### config.mk
export PLATFORM = sky130hd
export DESIGN_NAME = seq_detect_ctrl
export DESIGN_NICKNAME = d
export VERILOG_FILES = /design/src/rtl/seq_detect_ctrl.sv
export SDC_FILE = /design/constraint.sdc
export NUM_CORES = 1
export LEC_CHECK = 0
export CORE_ASPECT_RATIO = 0.9
export CORE_MARGIN = 1
export CORE_UTILIZATION = 25
export DETAILED_ROUTE_END_ITERATION = 6
export PLACE_DENSITY_LB_ADDON = 0.3
export SLEW_MARGIN = 30
export SYNTH_ARGS = -nofsm -noshare
export SYNTH_HDL_FRONTEND = slang
export SYNTH_SLANG_ARGS = --single-unit
export TNS_END_PERCENT = 20
### constraint.sdc
create_clock -name clk -period 2.2 [get_ports clk]
set_clock_uncertainty 0.15 [all_clocks]
set_input_delay 0.33 -clock clk [delete_from_list [all_inputs] [get_ports clk]]
set_output_delay 0.33 -clock clk [all_outputs]
set_load 0.005 [all_outputs]
### src/rtl/seq_detect_ctrl.sv
`default_nettype none
// ============================================================================
// Module      : seq_detect_ctrl
// Description : Windowed, programmable serial pattern detector with a run
//               controller (config handshake, start/abort, done pulse).
//               SEQ_DETECT_OVERLAP_EN: when defined, overlapping matches count.
// Revision    : 1.0 - initial release
// ============================================================================
module seq_detect_ctrl #(
    parameter int               PAT_W       = 5,
    parameter logic [PAT_W-1:0] DEF_PATTERN = 5'b00110,
    parameter int               WIN_W       = 8,
    parameter int               CNT_W       = 8
) (
    input  logic             clk,
    input  logic             reset,
    input  logic             cfg_valid,
    output logic             cfg_ready,
    input  logic [PAT_W-1:0] cfg_pattern,
    input  logic [WIN_W-1:0] cfg_window,
    input  logic             start,
    input  logic             abort,
    input  logic             bit_valid,
    input  logic             w,
    output logic             busy,
    output logic             hit,
    output logic [CNT_W-1:0] match_count,
    output logic             done
);

    localparam int               FILL_W     = $clog2(PAT_W);
    localparam logic [FILL_W-1:0] C_FILL_MAX = FILL_W'(PAT_W - 1);

    typedef enum logic [1:0] {
        S_IDLE = 2'd0,
        S_RUN  = 2'd1,
        S_DONE = 2'd2
    } state_t;

    state_t             r_state,     w_state_nxt;
    logic [PAT_W-1:0]   r_pattern,   w_pattern_nxt;
    logic [WIN_W-1:0]   r_window,    w_window_nxt;
    logic [PAT_W-2:0]   r_history,   w_history_nxt;
    logic [FILL_W-1:0]  r_fill,      w_fill_nxt;
    logic [WIN_W-1:0]   r_remaining, w_remaining_nxt;
    logic [CNT_W-1:0]   r_count,     w_count_nxt;
    logic               r_hit,       w_hit_nxt;
    logic               r_done,      w_done_nxt;

    // Previous PAT_W-1 bits plus the current bit form the candidate word.
    logic [PAT_W-1:0]   w_shift;
    logic [WIN_W-1:0]   w_start_win;
    logic               w_match;

    assign w_shift     = {r_history, w};
    assign w_start_win = cfg_valid ? cfg_window : r_window;
    assign w_match     = bit_valid && (r_fill == C_FILL_MAX) && (w_shift == r_pattern);

    always_ff @(posedge clk or posedge reset) begin
        if (reset) begin
            r_state <= S_IDLE;
        end else begin
            r_state <= w_state_nxt;
        end
    end

    always_comb begin
        w_state_nxt     = r_state;
        w_pattern_nxt   = r_pattern;
        w_window_nxt    = r_window;
        w_history_nxt   = r_history;
        w_fill_nxt      = r_fill;
        w_remaining_nxt = r_remaining;
        w_count_nxt     = r_count;
        w_hit_nxt       = 1'b0;
        w_done_nxt      = 1'b0;

        case (r_state)
            S_IDLE: begin
                if (cfg_valid) begin
                    w_pattern_nxt = cfg_pattern;
                    w_window_nxt  = cfg_window;
                end
                if (start) begin
                    w_count_nxt     = '0;
                    w_history_nxt   = '0;
                    w_fill_nxt      = '0;
                    w_remaining_nxt = w_start_win;
                    if (w_start_win != '0) begin
                        w_state_nxt = S_RUN;
                    end else begin
                        // Empty window: finish without ever entering RUN.
                        w_state_nxt = S_DONE;
                        w_done_nxt  = 1'b1;
                    end
                end
            end

            S_RUN: begin
                if (abort) begin
                    w_state_nxt = S_IDLE;
                end else if (bit_valid) begin
                    w_history_nxt   = w_shift[PAT_W-2:0];
                    w_fill_nxt      = (r_fill == C_FILL_MAX) ? r_fill : r_fill + FILL_W'(1);
                    w_remaining_nxt = r_remaining - WIN_W'(1);
                    if (w_match) begin
                        w_hit_nxt   = 1'b1;
                        w_count_nxt = (r_count == '1) ? r_count : r_count + CNT_W'(1);
`ifdef SEQ_DETECT_OVERLAP_EN
`else
                        w_history_nxt = '0;
                        w_fill_nxt    = '0;
`endif
                    end
                    if (r_remaining == WIN_W'(1)) begin
                        w_state_nxt = S_DONE;
                        w_done_nxt  = 1'b1;
                    end
                end
            end

            S_DONE: begin
                w_state_nxt = S_IDLE;
            end

            default: begin
                w_state_nxt = S_IDLE;
            end
        endcase
    end

    always_ff @(posedge clk or posedge reset) begin
        if (reset) begin
            r_pattern   <= DEF_PATTERN;
            r_window    <= '0;
            r_history   <= '0;
            r_fill      <= '0;
            r_remaining <= '0;
            r_count     <= '0;
            r_hit       <= 1'b0;
            r_done      <= 1'b0;
        end else begin
            r_pattern   <= w_pattern_nxt;
            r_window    <= w_window_nxt;
            r_history   <= w_history_nxt;
            r_fill      <= w_fill_nxt;
            r_remaining <= w_remaining_nxt;
            r_count     <= w_count_nxt;
            r_hit       <= w_hit_nxt;
            r_done      <= w_done_nxt;
        end
    end

    assign cfg_ready   = (r_state == S_IDLE);
    assign busy        = (r_state == S_RUN);
    assign hit         = r_hit;
    assign done        = r_done;
    assign match_count = r_count;

endmodule
`default_nettype wire

==> reports/results.ini, run 1 <==
[synth]
ys_types=50
yosysSeqAreaShare_pct=46.3
ys.flop_type=dfrtp_1
synth_edf_count=0
synth_cells=213
async_flop_share_pct=100
synth_warnings=0
ys_ff_latch=40
syn_area_um2=2170
synth_fp_nets=238
syn_area_per_cell_um2=10.2

[worst_setup_path]
ff2ff_setup_slack_ns=0.08
crit_fanout=3
timing.rr.end=match_count[6]$_DFFE_PP0P_
crit_type=in -> reg
reg2reg_depth=6
cp.required_ns=2.25
crit_end=r_state[1]$_DFFE_PP0P_
startpoint_type=input port
startpoint=cfg_window[4]
arrival_ns=2.18
cp-end-kind=flip-flop
reg2reg_from=r_pattern[1]$_DFFE_PP1P_

[clock_network]
clock-root-buffer=clkbuf_8
clock_path_buffers=2
htree_levels=2
cts_made_buffers=5
cts_sinks=40
clkLatencyLatePin_ns=0.29
cts_tree=yes
clk_pin_slew_ns=0.08
ctsHoldBuffers=0

[timing]
setup_slack_ns=0.0731
final.min_clock_period_ns=2.13
fmax_mhz=470
worst_pin_slew_ns=0.518
finalHoldViolations=0
whs_ns=0.178
fin_tns_setup_ns=0
rsz0062_at_grt=yes
setup_viol=0
relSlewSlack_pct=65.4
slew_violations=0
period_share_pct=96.7

[job]
maxCapViolCount=0

[drt]
ant_nets=0
drt_wl_total_mm=5.09
drt_iter0_drc=86
wl_per_cell_um=13.0
vias=1812
remaining_drc_errors=0
via_per_inst=4.63
drtPass1Iterations=4

[power_and_ir_drop]
p_per_area_nw_per_um2=1050
sw_frac_of_total_pct=35.9
power_frac_clock_pct=19.2
power_switching_mw=1.14
peakVddDrop_mv=0.372
comb_power_share_pct=43.0
p_int_mw=2.03
power_leakage_nw=1.25
p_seq_share_pct=37.8

[finish]
stdcell_count=391
finalNetCount=300
fillCellCount=857
n_antenna_cell=0
area_growth_syn_to_layout_pct=38.9
multi_input_area_um2=1140
drive_gt1_share_pct=30.1
final_core_util_pct=36.6
ff_latch_area_um2=1000

[die]
die_area_um2=9050
coreArea_um2=8220
die_h_um=90.3
io_pins=32
rows=31
fp.dieW_um=100
start_util_pct=26.4

[place]
dp_worst_setup_slack_ns=-0.331
dp_cells=381
port_buffers=31
hpwl_mm=3.70
gp_congestion=0.798

[worst_hold_path]
hold_path.class=in -> reg

[grt]
grt_overflow_total=0
antenna_found_initial=0
grt_max_degree=41
grt_pass1_wl_mm=8.42
first_global_vias=1744
grt_usage_pct=11.9

[run_status]
status=completed

==> area by class of cell <==
| type | instances | share of cell area [%] |
|---|---|---|
| multi-input combinational | 156 | 38.0 |
| timing repair buffer | 65 | 19.3 |
| tap | 115 | 4.78 |
| sequential | 40 | 33.3 |
| clock inverter | 3 | 1.41 |
| clock buffer | 5 | 2.29 |
| inverter | 7 | 0.873 |
==> state kept, by name, summed over array words and instances (netlist names) <==
name,count
r_window,8
done,1
hit,1
r_remaining,8
r_pattern,5
r_state,2
r_history,4
r_fill,3
match_count,8
==> power by group through the flow <==
| stage | registers, mW | logic, mW | clock network (mW) |
|---|---|---|---|
| after CTS | 1.19 | 1.33 | 0.631 |
| after detailed placement | 1.21 | 1.32 | 0 |
| after global routing | 1.24 | 1.51 | 0.660 |
| after global placement | 1.20 | 1.30 | 0 |
| final | 1.20 | 1.36 | 0.607 |
| after floorplan | 1.17 | 0.849 | 0 |
==> critical path, stage by stage <==
cell,delay (ns)
clkdlybuf4s50_1,0.41
or4b_2,0.70
o22ai_2,0.13
o2111a_2,0.26
nand3b_1,0.10
a221oi_2,0.24
==> cell usage in the layout (no fill, tap or decap), types with 6 or more instances in the layout <==
cell / synthesis / routed
a21oi_1: 15 / 11
mux2i_1: 7 / 7
clkdlybuf4s50_1: 0 / 30
o21ai_0: 18 / 18
mux2_2: 14 / 14
nand2_1: 27 / 27
dfrtp_1: 38 / 38
buf_4: 0 / 31
inv_1: 6 / 6
==> per-layer routing <==
metal / vias up / global-route usage, % / share of wire (%)
met5: - / 0 / 0
met4: 0 / 2.78 / 0.79
met3: 5 / 4.33 / 5.2
met2: 38 / 16.9 / 42
met1: 860 / 17.1 / 52
li1: 909 / - / -
==> cells by family (layout without fill, tap and decap cells) <==
group,Yosys count,in the layout,share of synthesized area (%)
AND/OR/NAND/NOR,68,68,17.9
adder cells (fa/ha/maj),5,5,2.89
flip-flops,40,40,46.3
multiplexers,21,21,10.5
AO/OA/AOI/OAI,57,57,16.9
XOR/XNOR,5,5,2.02
buffers and inverters,17,80,3.46
==> synth_stat cells, drive strengths merged (2+ instances only) <==
library cell | count | area (um2)
a21oi | 16 | 83.8
a22o | 2 | 18.8
mux2i | 7 | 70.1
o22ai | 2 | 12.5
nand2 | 27 | 101
nor4 | 2 | 18.8
clkbuf | 5 | 18.8
nand2b | 3 | 18.8
o31ai | 6 | 45.0
nor2 | 5 | 18.8
mux2 | 14 | 158
o32ai | 3 | 26.3
a32o | 2 | 20.0
xor2 | 5 | 43.8
buf | 5 | 30.0
nand4 | 2 | 12.5
dfstp | 2 | 52.6
o21ai | 18 | 90.1
nand3b | 2 | 15.0
ha | 5 | 62.6
or4 | 7 | 56.3
and4 | 2 | 17.5
or3 | 3 | 28.8
nand3 | 3 | 15.0
nor3 | 3 | 15.0
dfrtp | 38 | 951
inv | 7 | 26.3
and2 | 3 | 18.8
or2b | 2 | 18.8
==> metrics by stage <==
stage                     area, um2  power, mW
after CTS                      2940       3.15
after detailed placement       2830       2.53
after floorplan                2170       2.02
after global placement         2830       2.50
after global routing           3010       3.41
final                          3010       3.17
==> timing repair <==
item,CTS,global route
hold endpoints to repair,0,0
buffers inserted,0,1
gates cloned,0,1
gates resized for setup,1,15
setup endpoints to repair,1,7
pin swaps,0,8
==> worst min path at each step <==
stage	start	endpoint	slack (ns)	depth (start not counted)
4_1_cts	reset	r_window[6]$_DFFE_PP0P_	0.33	3
5_1_grt	w	r_history[0]$_DFFE_PP0P_	0.17	3
3_3_place_gp	r_history[3]$_DFFE_PP0P_	r_history[3]$_DFFE_PP0P_	0.34	2
6_report	w	r_history[0]$_DFFE_PP0P_	0.18	3
2_1_floorplan	abort	hit$_DFF_PP0_	0.25	1
3_5_place_dp	r_window[1]$_DFFE_PP0P_	r_window[1]$_DFFE_PP0P_	0.35	1
No activity file was read; power rests on OpenSTA's default activity.
==> run 2, diff against run 1 <==
--- a/config.mk
+++ b/config.mk
@@ -8,6 +8,7 @@
 export CORE_ASPECT_RATIO = 0.9
 export CORE_MARGIN = 1
 export CORE_UTILIZATION = 25
+export CTS_CLUSTER_DIAMETER = 120
 export DETAILED_ROUTE_END_ITERATION = 6
 export PLACE_DENSITY_LB_ADDON = 0.3
 export SLEW_MARGIN = 30
==> constraint.sdc (replaced) <==
create_clock -name clk -period 1.85 [get_ports clk]
set_clock_uncertainty 0.15 [all_clocks]
set_input_delay 0.2775 -clock clk [delete_from_list [all_inputs] [get_ports clk]]
set_output_delay 0.2775 -clock clk [all_outputs]
set_load 0.005 [all_outputs]
==> run 2 against run 1 <==
Net effect: the flow now finishes with violations (negative setup slack); combinational power is 54% higher; final cell count is 9.2% higher; final area is 12% higher; sequential share of layout area is 3.5 points lower; critical endpoint is now match_count[1]$_DFFE_PP0P_; largest power group unchanged; highest routed layer unchanged.
==> reports/results.ini, run 2 (synthesized netlist as in run 1, its figures left out) <==
[run_status]
status=finished, violations left
violations=negative setup slack

[worst_hold_path]
hold_path.class=in -> async

[timing]
period_share_pct=111
setup_slack_ns=-0.205
worst_pin_slew_ns=0.512
rsz0062_at_grt=yes
setup_viol=14
fmax_mhz=487
relSlewSlack_pct=65.6
final.min_clock_period_ns=2.06
slew_violations=0
finalHoldViolations=0

[grt]
first_global_vias=1981
grt_max_degree=23
grt_overflow_total=0
grt_usage_pct=13.3
grt_pass1_wl_mm=9.54
antenna_found_initial=0

[clock_network]
cts_sinks=40
clk_pin_slew_ns=0.08
cts_made_buffers=5
clock_path_buffers=2
cts_tree=yes
clkLatencyLatePin_ns=0.29
clock-root-buffer=clkbuf_8
htree_levels=2
ctsHoldBuffers=0

[finish]
design_area_um2=3360
final_cell_mix=buf_4 (60), dfrtp_1 (38), clkdlybuf4s50_1 (27)
area_growth_syn_to_layout_pct=55.0
n_antenna_cell=0
stdcell_count=427
finalNetCount=336
drive_gt1_share_pct=39.7
final_common_cell=buf_4

[worst_setup_path]
crit_type=reg -> reg
cp.required_ns=1.90
path_buf_inv=8
cp-end-kind=flip-flop
startpoint_type=flip-flop
crit_path_top_delay_cell=dfrtp_1
arrival_ns=2.11
path_cells=xor2_1, nor4_2, buf_4, buf_4, buf_4, buf_4, buf_6, buf_6, buf_6, buf_6, nand2_4, o31ai_1
ff2ff_setup_slack_ns=-0.21
path_delay_family=buffers and inverters
max_stage_delay_ns=0.41
crit_fanout=2

[place]
dp_cells=399
placed_cell_area_um2=2970
gp_congestion=0.801
port_buffers=31
dp_worst_setup_slack_ns=-0.639
hpwl_mm=3.92

[drt]
via_per_inst=4.65
drt_wl_total_mm=5.66
remaining_drc_errors=0
vias=1987
drtPass1Iterations=4
ant_nets=0
drt_iter0_drc=113
wl_per_cell_um=13.2

[power_and_ir_drop]
power_leakage_nw=1.47
p_per_area_nw_per_um2=1280
peakVddDrop_mv=0.509

[die]
start_util_pct=26.4
die_area_um2=9050
rows=31
fp.dieW_um=100
io_pins=32
coreArea_um2=8220
die_h_um=90.3

[job]
maxCapViolCount=0

==> run 2: final timing paths <==
kind                                     startpoint                    endpoint  depth (start not counted)
min reg2reg                r_history[3]$_DFFE_PP0P_    r_history[3]$_DFFE_PP0P_                          2
max in group asynchronous                     reset    r_pattern[2]$_DFFE_PP1P_                          3
min                                           reset  match_count[0]$_DFFE_PP0P_                          3
max                        r_history[2]$_DFFE_PP0P_  match_count[1]$_DFFE_PP0P_                         12
min in group clk                                  w    r_history[0]$_DFFE_PP0P_                          3
max reg2reg                r_history[2]$_DFFE_PP0P_  match_count[1]$_DFFE_PP0P_                         12
==> run 2: timing repair <==
action / 4_1_cts / 5_1_grt
buffers inserted: 17 / 2
cloned: 1 / 0
endpoints found under the setup margin: 16 / 22
endpoints found under the hold margin: 0 / 0
gates resized for setup: 26 / 11
pin swaps: 19 / 2
==> run 2: layout make-up <==
| type | count | area (um2) |
|---|---|---|
| tap | 115 | 144 |
| clock buffer | 7 | 96.3 |
| fill | 841 | 4860 |
| inverter | 7 | 26.3 |
| sequential | 40 | 1000 |
| clock inverter | 1 | 30.0 |
| timing repair buffer | 101 | 871 |
| multi-input combinational | 156 | 1190 |
==> run 2: layer usage <==
layer	wire [um]	track usage (%)	vias to the layer above
li1	-	-	976
met1	2850	19.2	974
met2	2600	20.3	35
met3	190	3.33	2
met4	21	2.29	0
met5	0	0	-
==> run 2: worst register-to-register path, stage by stage, from the launching register on <==
cell	delay, ns
dfrtp_1	0.41
xor2_1	0.18
nor4_2	0.26
buf_4	0.16
buf_4	0.10
buf_4	0.09
buf_4	0.10
buf_6	0.08
buf_6	0.08
buf_6	0.08
buf_6	0.08
nand2_4	0.05
o31ai_1	0.18
==> run 2: per-stage QoR <==
stage,hold slack [ns],setup TNS (ns),power (mW),utilization (%)
2_1_floorplan,0.200,-0.917,2.41,-
3_3_place_gp,0.340,-7.85,3.13,36.1
3_5_place_dp,0.358,-8.84,3.16,36.1
4_1_cts,0.202,-1.89,4.25,40.1
5_1_grt,0.227,-3.60,4.60,40.9
6_report,0.196,-2.07,4.29,40.9
==> run 2: power breakdown <==
group,switching [mW],leakage (nW),internal [mW]
Combinational,0.947,0.901,1.15
Sequential,0.213,0.504,1.20
Clock,0.310,0.0645,0.476
